[src/rtl/alu_issue_stage.sv]
// RV32I ALU issue stage: decodes OP/OP-IMM/LUI/AUIPC into ALU ops
// behind a two-entry skid buffer with registered outputs and in_ready.
package alu_issue_pkg;
  localparam int ALU_OP_LENGTH = 4;

  localparam logic [ALU_OP_LENGTH-1:0] ALU_OP_ADD  = 4'd0;
  localparam logic [ALU_OP_LENGTH-1:0] ALU_OP_SUB  = 4'd1;
  localparam logic [ALU_OP_LENGTH-1:0] ALU_OP_SLL  = 4'd2;
  localparam logic [ALU_OP_LENGTH-1:0] ALU_OP_SLT  = 4'd3;
  localparam logic [ALU_OP_LENGTH-1:0] ALU_OP_SLTU = 4'd4;
  localparam logic [ALU_OP_LENGTH-1:0] ALU_OP_XOR  = 4'd5;
  localparam logic [ALU_OP_LENGTH-1:0] ALU_OP_SRL  = 4'd6;
  localparam logic [ALU_OP_LENGTH-1:0] ALU_OP_SRA  = 4'd7;
  localparam logic [ALU_OP_LENGTH-1:0] ALU_OP_OR   = 4'd8;
  localparam logic [ALU_OP_LENGTH-1:0] ALU_OP_AND  = 4'd9;

  typedef struct packed {
    logic [ALU_OP_LENGTH-1:0] op;
    logic [31:0]              left;
    logic [31:0]              right;
    logic [4:0]               rd;
    logic                     rd_we;
    logic                     illegal;
  } iss_t;
endpackage

module alu_issue_stage
  import alu_issue_pkg::*;
(
  input  logic                     clk,
  input  logic                     rst_n,
  input  logic                     flush,
  input  logic                     in_valid,
  output logic                     in_ready,
  input  logic [31:0]              in_instr,
  input  logic [31:0]              in_pc,
  input  logic [31:0]              rs1_data,
  input  logic [31:0]              rs2_data,
  output logic                     out_valid,
  input  logic                     out_ready,
  output logic [ALU_OP_LENGTH-1:0] alu_opcode,
  output logic [31:0]              alu_left,
  output logic [31:0]              alu_right,
  output logic [4:0]               rd,
  output logic                     rd_we,
  output logic                     illegal
);

  localparam logic [6:0] OPC_OP    = 7'b0110011;
  localparam logic [6:0] OPC_OPIMM = 7'b0010011;
  localparam logic [6:0] OPC_LUI   = 7'b0110111;
  localparam logic [6:0] OPC_AUIPC = 7'b0010111;

  logic [6:0]  opc;
  logic [2:0]  f3;
  logic [6:0]  f7;
  logic [31:0] imm_i;
  logic [31:0] imm_u;
  logic [31:0] sh_r;
  logic [31:0] sh_i;

  assign opc   = in_instr[6:0];
  assign f3    = in_instr[14:12];
  assign f7    = in_instr[31:25];
  assign imm_i = {{20{in_instr[31]}}, in_instr[31:20]};
  assign imm_u = {in_instr[31:12], 12'b0};
  assign sh_r  = {27'b0, rs2_data[4:0]};
  assign sh_i  = {27'b0, in_instr[24:20]};

  iss_t                     dec;
  logic [ALU_OP_LENGTH-1:0] op;
  logic [31:0]              left;
  logic [31:0]              right;
  logic                     legal;

  always_comb begin
    op    = ALU_OP_ADD;
    left  = '0;
    right = '0;
    legal = 1'b0;
    unique case (1'b1)
      opc == OPC_OP: begin
        left  = rs1_data;
        right = rs2_data;
        legal = f7 == 7'h00;
        unique case (f3)
          3'd0: if (f7 == 7'h20) begin
            op    = ALU_OP_SUB;
            legal = 1'b1;
          end
          3'd1: begin
            op    = ALU_OP_SLL;
            right = sh_r;
          end
          3'd2: op = ALU_OP_SLT;
          3'd3: op = ALU_OP_SLTU;
          3'd4: op = ALU_OP_XOR;
          3'd5: begin
            op    = ALU_OP_SRL;
            right = sh_r;
          end
          3'd6: op = ALU_OP_OR;
          3'd7: op = ALU_OP_AND;
        endcase
      end
      opc == OPC_OPIMM: begin
        left  = rs1_data;
        right = imm_i;
        legal = 1'b1;
        unique case (f3)
          3'd0: op = ALU_OP_ADD;
          3'd1: begin
            op    = ALU_OP_SLL;
            right = sh_i;
            legal = f7 == 7'h00;
          end
          3'd2: op = ALU_OP_SLT;
          3'd3: op = ALU_OP_SLTU;
          3'd4: op = ALU_OP_XOR;
          3'd5: begin
            op    = ALU_OP_SRL;
            right = sh_i;
            legal = f7 == 7'h00;
          end
          3'd6: op = ALU_OP_OR;
          3'd7: op = ALU_OP_AND;
        endcase
      end
      opc == OPC_LUI: begin
        right = imm_u;
        legal = 1'b1;
      end
      opc == OPC_AUIPC: begin
        left  = in_pc;
        right = imm_u;
        legal = 1'b1;
      end
      default: legal = 1'b0;
    endcase
  end

  // Illegal ops still flow through as a harmless ADD 0,0 with no write-back.
  always_comb begin
    dec         = '0;
    dec.op      = legal ? op : ALU_OP_ADD;
    dec.left    = legal ? left : 32'd0;
    dec.right   = legal ? right : 32'd0;
    dec.rd      = in_instr[11:7];
    dec.rd_we   = legal && (in_instr[11:7] != 5'd0);
    dec.illegal = !legal;
  end

  iss_t main_q;
  iss_t skid_q;
  logic main_valid;
  logic skid_valid;
  logic accept;

  assign in_ready = !skid_valid;
  assign accept   = in_valid && !skid_valid;

  always_ff @(posedge clk) begin
    if (!rst_n) begin
      main_valid <= 1'b0;
      skid_valid <= 1'b0;
      main_q     <= '0;
      main_q.op  <= ALU_OP_ADD;
      skid_q     <= '0;
      skid_q.op  <= ALU_OP_ADD;
    end else if (flush) begin
      main_valid <= 1'b0;
      skid_valid <= 1'b0;
    end else if (!main_valid || out_ready) begin
      if (skid_valid) begin
        main_q     <= skid_q;
        main_valid <= 1'b1;
        skid_valid <= 1'b0;
      end else begin
        main_valid <= accept;
        if (accept) main_q <= dec;
      end
    end else if (accept) begin
      skid_q     <= dec;
      skid_valid <= 1'b1;
    end
  end

  assign out_valid  = main_valid;
  assign alu_opcode = main_q.op;
  assign alu_left   = main_q.left;
  assign alu_right  = main_q.right;
  assign rd         = main_q.rd;
  assign rd_we      = main_q.rd_we;
  assign illegal    = main_q.illegal;

endmodule

[config.mk]
export PLATFORM = sky130hd
export DESIGN_NAME = alu_issue_stage
export DESIGN_NICKNAME = d
export VERILOG_FILES = /design/src/rtl/alu_issue_stage.sv
export SDC_FILE = /design/constraint.sdc
export NUM_CORES = 1
export LEC_CHECK = 0
export CAP_MARGIN = 20
export CORE_MARGIN = 1
export CORE_UTILIZATION = 45
export CTS_BUF_LIST = sky130_fd_sc_hd__clkbuf_16
export DETAILED_ROUTE_END_ITERATION = 10
export PLACE_DENSITY = 0.78
export RECOVER_POWER = 25
export SYNTH_ARGS = -nofsm -noshare
export SYNTH_HDL_FRONTEND = slang
export SYNTH_SLANG_ARGS = --single-unit
[constraint.sdc]
create_clock -name clk -period 4.4 [get_ports clk]
set_clock_uncertainty 0.1 [all_clocks]
set_input_delay 0.88 -clock clk [delete_from_list [all_inputs] [get_ports clk]]
set_output_delay 0.88 -clock clk [all_outputs]
set_load 0.03 [all_outputs]
* Yosys cells after proc, flatten, opt, wreduce, memory -nomap -nowiden
Index checks and enable logic that the tools add are counted.
Word-level totals: register bits 152, input port bits 133, output and inout port bits 77, logic and storage cells 64
Operators by class: eq/ne operators 12, muxes and demuxes 18, bitwise operators 3, reduce and logical (&&, ||, !) cells 17
Operator list (number):
- 75-bit two-way mux | 2
- 32-bit two-way mux | 4
- 32-bit one-hot mux with 3 select lines | 1
- 32-bit one-hot mux with 2 select lines | 1
- 4-bit one-hot mux with 8 select lines | 2
- 7-bit by 6-bit == test with 1-bit output, second input constant | 3
- 7-bit by 5-bit == test with 1-bit output, second input constant | 2
- 3-bit == test, second input constant | 4
- 4-bit one-hot mux with 2 select lines | 1
- 2-bit OR reduction | 4
- 7-bit logical NOT | 1
- 3-bit by 2-bit == test with 1-bit output, second input constant | 2
- 3-bit AND reduction | 2
- 1-bit two-way mux | 5
- 5-bit nonzero test | 1
- 4-bit two-way mux | 1
- 3-bit by 1-bit == test with 1-bit output, second input constant | 1
- 1-bit logical NOT | 3
- 3-bit logical NOT | 1
- 1-bit NOT | 3
- 1-bit one-hot mux with 3 select lines | 1
- 3-bit OR reduction | 1
- 1-bit logical AND | 2
- 2-bit nonzero test | 1
- 1-bit logical OR | 1

* Depth between registers and ports, before layout
Gate-level depths: netlist of the first run.
depth after elaboration 7, gate-level depth with buffers 10, gate-level depth less buffers 5

* Worst setup path after synthesis of the first run
No wires, ideal clock.
kind input port to flip-flop, start point in in_instr[13], end point reg main_q, in the netlist alu_right[23], arrival 2756 ps, required time 4241 ps, setup slack 1485 ps, stages on the path 9, buffers on the path 4, cell sequence buf_6 > or4b_4 > a2111oi_4 > or2_2 > buf_6 > and4_1 > buf_6 > buf_8 > a22o_1
Between the ends: word-level cells in the longest chain between the ends 7, elaborated cells between the ends (all ways) 13, those cells by class eq/ne: 2; mux: 9; reduce/logical: 2
Ends and longest elaborated chain:
- start: declaration | RTL line 35 | input logic [31:0] in_instr,
- 3-bit == test / 3-bit by 1-bit == test with 1-bit output (equally long branches) | RTL line 86, 110
- 2-bit OR reduction (no line)
- 32-bit two-way mux (tied with other cells) | RTL line 110 | unique case (f3)
- 32-bit one-hot mux with 3 select lines / 1-bit one-hot mux with 3 select lines (equally long branches) | RTL line 81 | unique case (1'b1)
- 32-bit two-way mux * | RTL line 147 | dec.right = legal ? right : 32'd0;
- 75-bit two-way mux * | RTL line 180 | if (accept) main_q <= dec;
- 75-bit two-way mux * | RTL line 174 | if (skid_valid) begin
- end signal: assignment | RTL line 175 | main_q <= skid_q;
- end: declaration | RTL line 153 | iss_t main_q;
Mark *: on every way between the ends. The rest lies on a longest branch, timed or not. The select of a mux whose other input is x is not followed. A chain may end at the register's enable or synchronous reset.

* Worst setup path in the final report of the first run
start point in in_instr[13], end point reg skid_q[13] (netlist bit)
Between the ends: word-level cells in the longest chain between the ends 5, elaborated cells between the ends (all ways) 11, those cells by class eq/ne: 2; mux: 7; reduce/logical: 2
Ends and longest elaborated chain:
- 3-bit == test / 3-bit by 1-bit == test with 1-bit output (equally long branches) | RTL line 86, 110
- 2-bit OR reduction (no line)
- 32-bit two-way mux (tied with other cells) | RTL line 110
- 32-bit one-hot mux with 3 select lines / 1-bit one-hot mux with 3 select lines (equally long branches) | RTL line 81
- 32-bit two-way mux * | RTL line 147
- end: declaration | RTL line 154 | iss_t skid_q;
Mark *: on every way between the ends. The rest lies on a longest branch, timed or not.

==> results of run 1 <==
==> worst min path at each step <==
stage                           from         end  cells past startpoint
after detailed placement  skid_q[42]  skid_q[42]                      2
after global placement    skid_q[40]  skid_q[40]                      2
final                     skid_q[38]  skid_q[38]                      2
after floorplan           skid_q[10]  skid_q[10]                      2
after CTS                 skid_q[40]  skid_q[40]                      2
after global routing      skid_q[40]  skid_q[40]                      2
==> synth_stat cells (all sizes together) <==
cell     number
and3b         1
clkbuf       63
a21o          1
a31oi         1
o211ai        6
nor4b         1
o21ai        75
or2           1
nor3          5
and2          1
and4          2
nor4          2
mux2i        22
o2111ai       1
dfxtp       152
nor2         20
a21oi        36
nand2b        4
a311o         1
a32oi         1
nand4b        2
o31ai         1
o2111a        1
o2bb2ai      35
buf          14
nand2       209
a22o         74
or4b          1
nand4         2
a2111oi       1
o32ai         1
or3           9
nand3        55
o211a        15
nor2b        10
or4           2
inv           2
==> critical path, delay by kind of cell <==
kind,cells,cell delay [ns]
AOI/OAI and AO/OA,2,0.61
and+or+nand+nor,3,1.13
buffers and inverters,2,0.86
==> placed cells by master, fill, tap and decap left out, types with 8 or more instances in the layout <==
cell type	instances
a21oi_1	36
dlygate4sd3_1	45
or3_1	8
o2bb2ai_1	35
buf_4	18
nand2_1	209
nor2_1	18
clkbuf_16	17
o211a_1	15
a22o_1	74
clkdlybuf4s50_1	163
nor2b_1	9
mux2i_1	22
dfxtp_1	151
o21ai_0	75
nand3_1	55
==> state kept, by name (all words and copies together) (netlist names) <==
register    cells
skid_q         75
alu_left       32
alu_right      32
rd              5
alu_opcode      4
illegal         1
out_valid       1
rd_we           1
skid_valid      1
==> cell families (layout without fill, tap and decap cells) <==
group,count (synthesis),count (layout),synth area share [%]
buffers and inverters,79,264,4.96
AOI/OAI and AO/OA,250,250,26.3
muxes,22,22,3.22
and+or+nand+nor,327,327,21.0
DFF,152,152,44.5
==> metrics by stage <==
stage,setup WS [ns],util [%],total power (uW)
3_3_place_gp,0.871,61.3,1800
5_1_grt,0.977,66.1,3560
3_5_place_dp,0.802,61.3,1800
4_1_cts,1.23,66.0,3480
6_report,1.17,66.1,3460
2_1_floorplan,1.48,-,1600
==> routing by layer <==
metal | GRT usage (%) | routed length, um
met4 | 10.7 | 469
met5 | 0 | 0
met2 | 44.9 | 10000
met3 | 6.50 | 1260
met1 | 33.1 | 9230
==> area by class of cell <==
class,instances,area (sq um)
clock buffers,17,425
clock inverters,15,258
fillers,1209,4980
inverters,2,7.51
multi-input cells,599,3490
flip-flops and latches,152,3040
well taps,184,230
repair buffers,230,2270
==> report_power, final <==
group	switching, uW	internal [uW]	total, uW
clock	574	1110	1690
sequential	7.80	1390	1400
combinational	189	184	373
total	771	2690	3460
==> flow_metrics.py, run 1 <==
metrics = {
    "worst_setup_path": {
        "rrSetupSlack_ns": 1.69,
        "start_kind": "primary input",
        "cp_cell_sequence": "clkdlybuf4s50_1, or4b_4, a2111oi_4, or2_2, and4_1, buf_4, a22o_1",
        "rr_worst_depth": 7,
        "reg2reg_to": "alu_right[10]",
        "critPathLaunch": "in_instr[13]",
        "worstPathRequired_ns": 4.66,
        "arrival_ns": 3.50,
        "worstPathMaxFanout": 24,
        "max_stage_delay_ns": 0.62,
        "crit_slowest_cell": "or4b_4",
        "worstReg2RegStart": "skid_valid",
        "cp-end-kind": "flip-flop",
        "critPathKind": "primary input to flip-flop",
        "worstSetupEndpoint": "skid_q[13]",
    },
    "global_route": {
        "grt_max_degree": 88,
        "grt_overflow": 0,
        "grt.total_usage_pct": 26.8,
        "grt_pass1_wl_um": 33400,
        "grt_pass1_vias": 6389,
        "antenna_found_initial": 0,
    },
    "place": {
        "port_buffers": 209,
        "placed_area_sq_um": 9020,
        "gp_congestion": 0.860,
        "dpl.cell_count": 1166,
        "dp_hpwl_um": 13500,
    },
    "sta": {
        "period_share_pct": 73.5,
        "holdWs_ns": 0.354,
        "setup_viol": 0,
        "max-slew-margin-rel_pct": -25.5,
        "period_needed_ns": 3.23,
        "rsz0062_at_grt": "false",
        "worstMarginPinSlew_ns": 1.88,
        "fmax_ghz": 0.309,
        "finalHoldViolations": 0,
        "slew_violations": 88,
        "fin_setup_tns_ns": 0,
    },
    "die": {
        "die-area_sq_um": 15700,
        "chipHeight_um": 125,
        "placementRows": 44,
        "die_width_um": 125,
        "core_area_sq_um": 14700,
        "boundaryPins": 210,
        "start_util_pct": 46.5,
    },
    "clock_tree": {
        "htree_levels": 4,
        "clock_path_buffers": 2,
        "cts-root-buf": "clkbuf_16",
        "clock_latency_ns": 0.43,
        "postCtsSetupBuffers": 0,
        "clk_pin_slew_ns": 0.06,
        "holdBufCountCts": 0,
        "cts.sinks": 152,
        "numCtsBuffers": 17,
        "ctsResizeCount": 0,
        "cts_tree": "yes",
    },
    "logic_synthesis": {
        "synth_seq_cells": 152,
        "syn_area_sq_um": 6840,
        "yosysWarnings": 0,
        "yosysTopAreaCellShare_pct": 44.5,
        "syn_nets": 963,
        "ys_seq_area_share_pct": 44.5,
        "avgSynthCellArea_sq_um": 8.24,
        "synth_area_leaders": "dfxtp_1 (44%), nand2_1 (11%), a22o_1 (9.5%)",
        "syn_inst": 830,
        "synth_cell_type_count": 42,
        "synth_largest_area_cell": "dfxtp_1",
    },
    "detailed_routing": {
        "wire_per_inst_um": 17.5,
        "drtPass1Iterations": 11,
        "drt-initial-drc-count": 550,
        "viasPerCell": 5.65,
        "postRouteAntennaNets": 0,
        "drc": 12,
        "routed-via-count": 6777,
        "routed_wirelength_um": 21000,
    },
    "layout": {
        "finalNonFillerCells": 1199,
        "drive_gt1_share_pct": 6.01,
        "nets": 1135,
        "syn_to_final_growth_pct": 42.1,
        "final_area_sq_um": 9720,
        "insertedDiodeCount": 0,
    },
    "pwr": {
        "leakage_uw": 0.00399,
        "ir_drop_mv": 0.257,
        "powerDensity_nw_per_um2": 356,
    },
    "status": {
        "status": "complete, but fails checks",
        "failed_checks": "DRC, capacitance limit, slew limit",
    },
    "flow_run": {
        "drv_cap": 1,
    },
    "hold_path": {
        "hp-class": "flip-flop to flip-flop",
    },
}
No activity file was read; power rests on OpenSTA's default activity.
==> inputs of run 2 (changes only) <==
CORE_UTILIZATION = 43   (was 45)
clock period = 2.7 ns   (was 4.4 ns; I/O delays follow)
==> flow_metrics.py, run 2 (same netlist as run 1, synthesis figures left out) <==
metrics = {
    "layout": {
        "layout_common_cells": "nand2_1 (209), clkdlybuf4s50_1 (163), dfxtp_1 (151)",
        "insertedDiodeCount": 0,
        "top_register": "skid_q",
        "finalNonFillerCells": 1252,
        "fin_util_pct": 64.2,
        "largest_register_ffs": 75,
        "syn_to_final_growth_pct": 44.3,
        "layout_commonest_cell": "nand2_1",
        "nets": 1161,
        "drive_gt1_share_pct": 7.68,
    },
    "global_route": {
        "grt_pass1_wl_um": 33300,
        "grt_pass1_vias": 6538,
        "grt_max_degree": 44,
        "antenna_found_initial": 0,
        "grt_overflow": 0,
        "grt.total_usage_pct": 26.0,
    },
    "detailed_routing": {
        "viasPerCell": 5.44,
        "postRouteAntennaNets": 0,
        "drt-initial-drc-count": 519,
        "drc": 0,
        "wire_per_inst_um": 16.9,
        "routed_wirelength_um": 21200,
        "routed-via-count": 6807,
        "drtPass1Iterations": 5,
    },
    "sta": {
        "period_needed_ns": 2.60,
        "period_share_pct": 96.4,
        "worstMarginPinSlew_ns": 0.914,
        "slew_violations": 0,
        "max-slew-margin-rel_pct": 39.0,
        "setup_ws_ns": 0.0978,
        "setup_viol": 0,
        "fin_setup_tns_ns": 0,
        "finalHoldViolations": 0,
        "rsz0062_at_grt": "false",
        "fmax_ghz": 0.384,
    },
    "worst_setup_path": {
        "start_kind": "primary input",
        "rrSetupSlack_ns": 0.48,
        "arrival_ns": 2.85,
        "cp-end-kind": "flip-flop",
        "rr_worst_depth": 6,
        "worstPathRequired_ns": 2.95,
        "worstPathMaxFanout": 17,
        "critPathKind": "primary input to flip-flop",
    },
    "die": {
        "die-area_sq_um": 16400,
        "chipHeight_um": 128,
        "core_area_sq_um": 15400,
        "boundaryPins": 210,
        "placementRows": 45,
        "start_util_pct": 44.5,
        "die_width_um": 128,
    },
    "clock_tree": {
        "htree_levels": 4,
        "clock_path_buffers": 2,
        "cts-root-buf": "clkbuf_16",
        "clock_latency_ns": 0.42,
        "cts.sinks": 152,
        "clk_pin_slew_ns": 0.06,
        "cts_tree": "yes",
        "numCtsBuffers": 17,
        "holdBufCountCts": 0,
    },
    "pwr": {
        "ir_drop_mv": 0.412,
        "leakage_uw": 0.00407,
        "total_power_uw": 5030,
        "powerDensity_nw_per_um2": 509,
    },
    "place": {
        "pre_cts_slack_ns": -0.307,
        "port_buffers": 209,
        "dp_hpwl_um": 14200,
        "dpl.cell_count": 1218,
        "gp_congestion": 0.852,
    },
    "hold_path": {
        "holdPathStages": 2,
        "hp-class": "flip-flop to flip-flop",
    },
    "status": {
        "status": "complete, no violations",
    },
    "flow_run": {
        "drv_cap": 0,
    },
}
## run 2: cell types whose count changed in the layout (fill, tap and decap cells not counted), moves of 3 or more
cell / change
clkinv_2: +3
bufinv_16: -6
clkinv_1: +5
buf_4: +17
buf_12: +6
## run 2: timing repair
action / 4_1_cts / 5_1_grt
gates resized for setup: 0 / 1
endpoints found under the hold margin: 0 / 0
endpoints found under the setup margin: 0 / 2
setup buffers: 0 / 1
## run 2: worst paths after layout
kind | from | to
hold reg to reg | skid_q[39] | skid_q[39]
setup / recovery | in_instr[26] | skid_q[64]
setup reg to reg | out_valid | alu_left[19]
hold / removal | skid_q[39] | skid_q[39]
## run 2: power breakdown
group / switching (uW) / internal (uW) / leakage (uW) / total [uW]
logic: 315 / 318 / 0.00258 / 633
clock network: 885 / 1230 / 0.000261 / 2110
registers: 11.8 / 2270 / 0.00123 / 2280
## run 2: worst max-delay path, stage by stage
cell,delay (ns)
clkdlybuf4s50_1,0.44
or4_1,0.61
a2111oi_4,0.41
or2_4,0.22
nand4_1,0.09
buf_4,0.20
clkbuf_16,0.17
o21ai_0,0.15
## run 2: through the flow
step,instance area (sq um),hold slack (ns)
floorplan,6840,0.325
global placement,9340,0.334
detailed placement,9340,0.342
CTS,9860,0.356
global route,9870,0.377
finish,9870,0.352
## run 2: area by class of cell
class,instances,area (sq um)
Clock buffer,17,425
Clock inverter,15,95.1
Fill cell,1300,5500
Timing Repair Buffer,256,2550
Sequential cell,152,3040
Inverter,2,7.51
Tap cell,211,264
Multi-Input combinational cell,599,3480
## run 2: layer usage
| layer | part of all wire (%) | wire, um | up-vias | global-route usage (%) |
|---|---|---|---|---|
| li1 | - | - | 3366 | - |
| met1 | 44 | 9250 | 3181 | 32.2 |
| met2 | 47 | 9930 | 217 | 42.1 |
| met3 | 5.9 | 1240 | 43 | 6.89 |
| met4 | 3.5 | 749 | 0 | 12.5 |
| met5 | 0 | 0 | - | 0 |
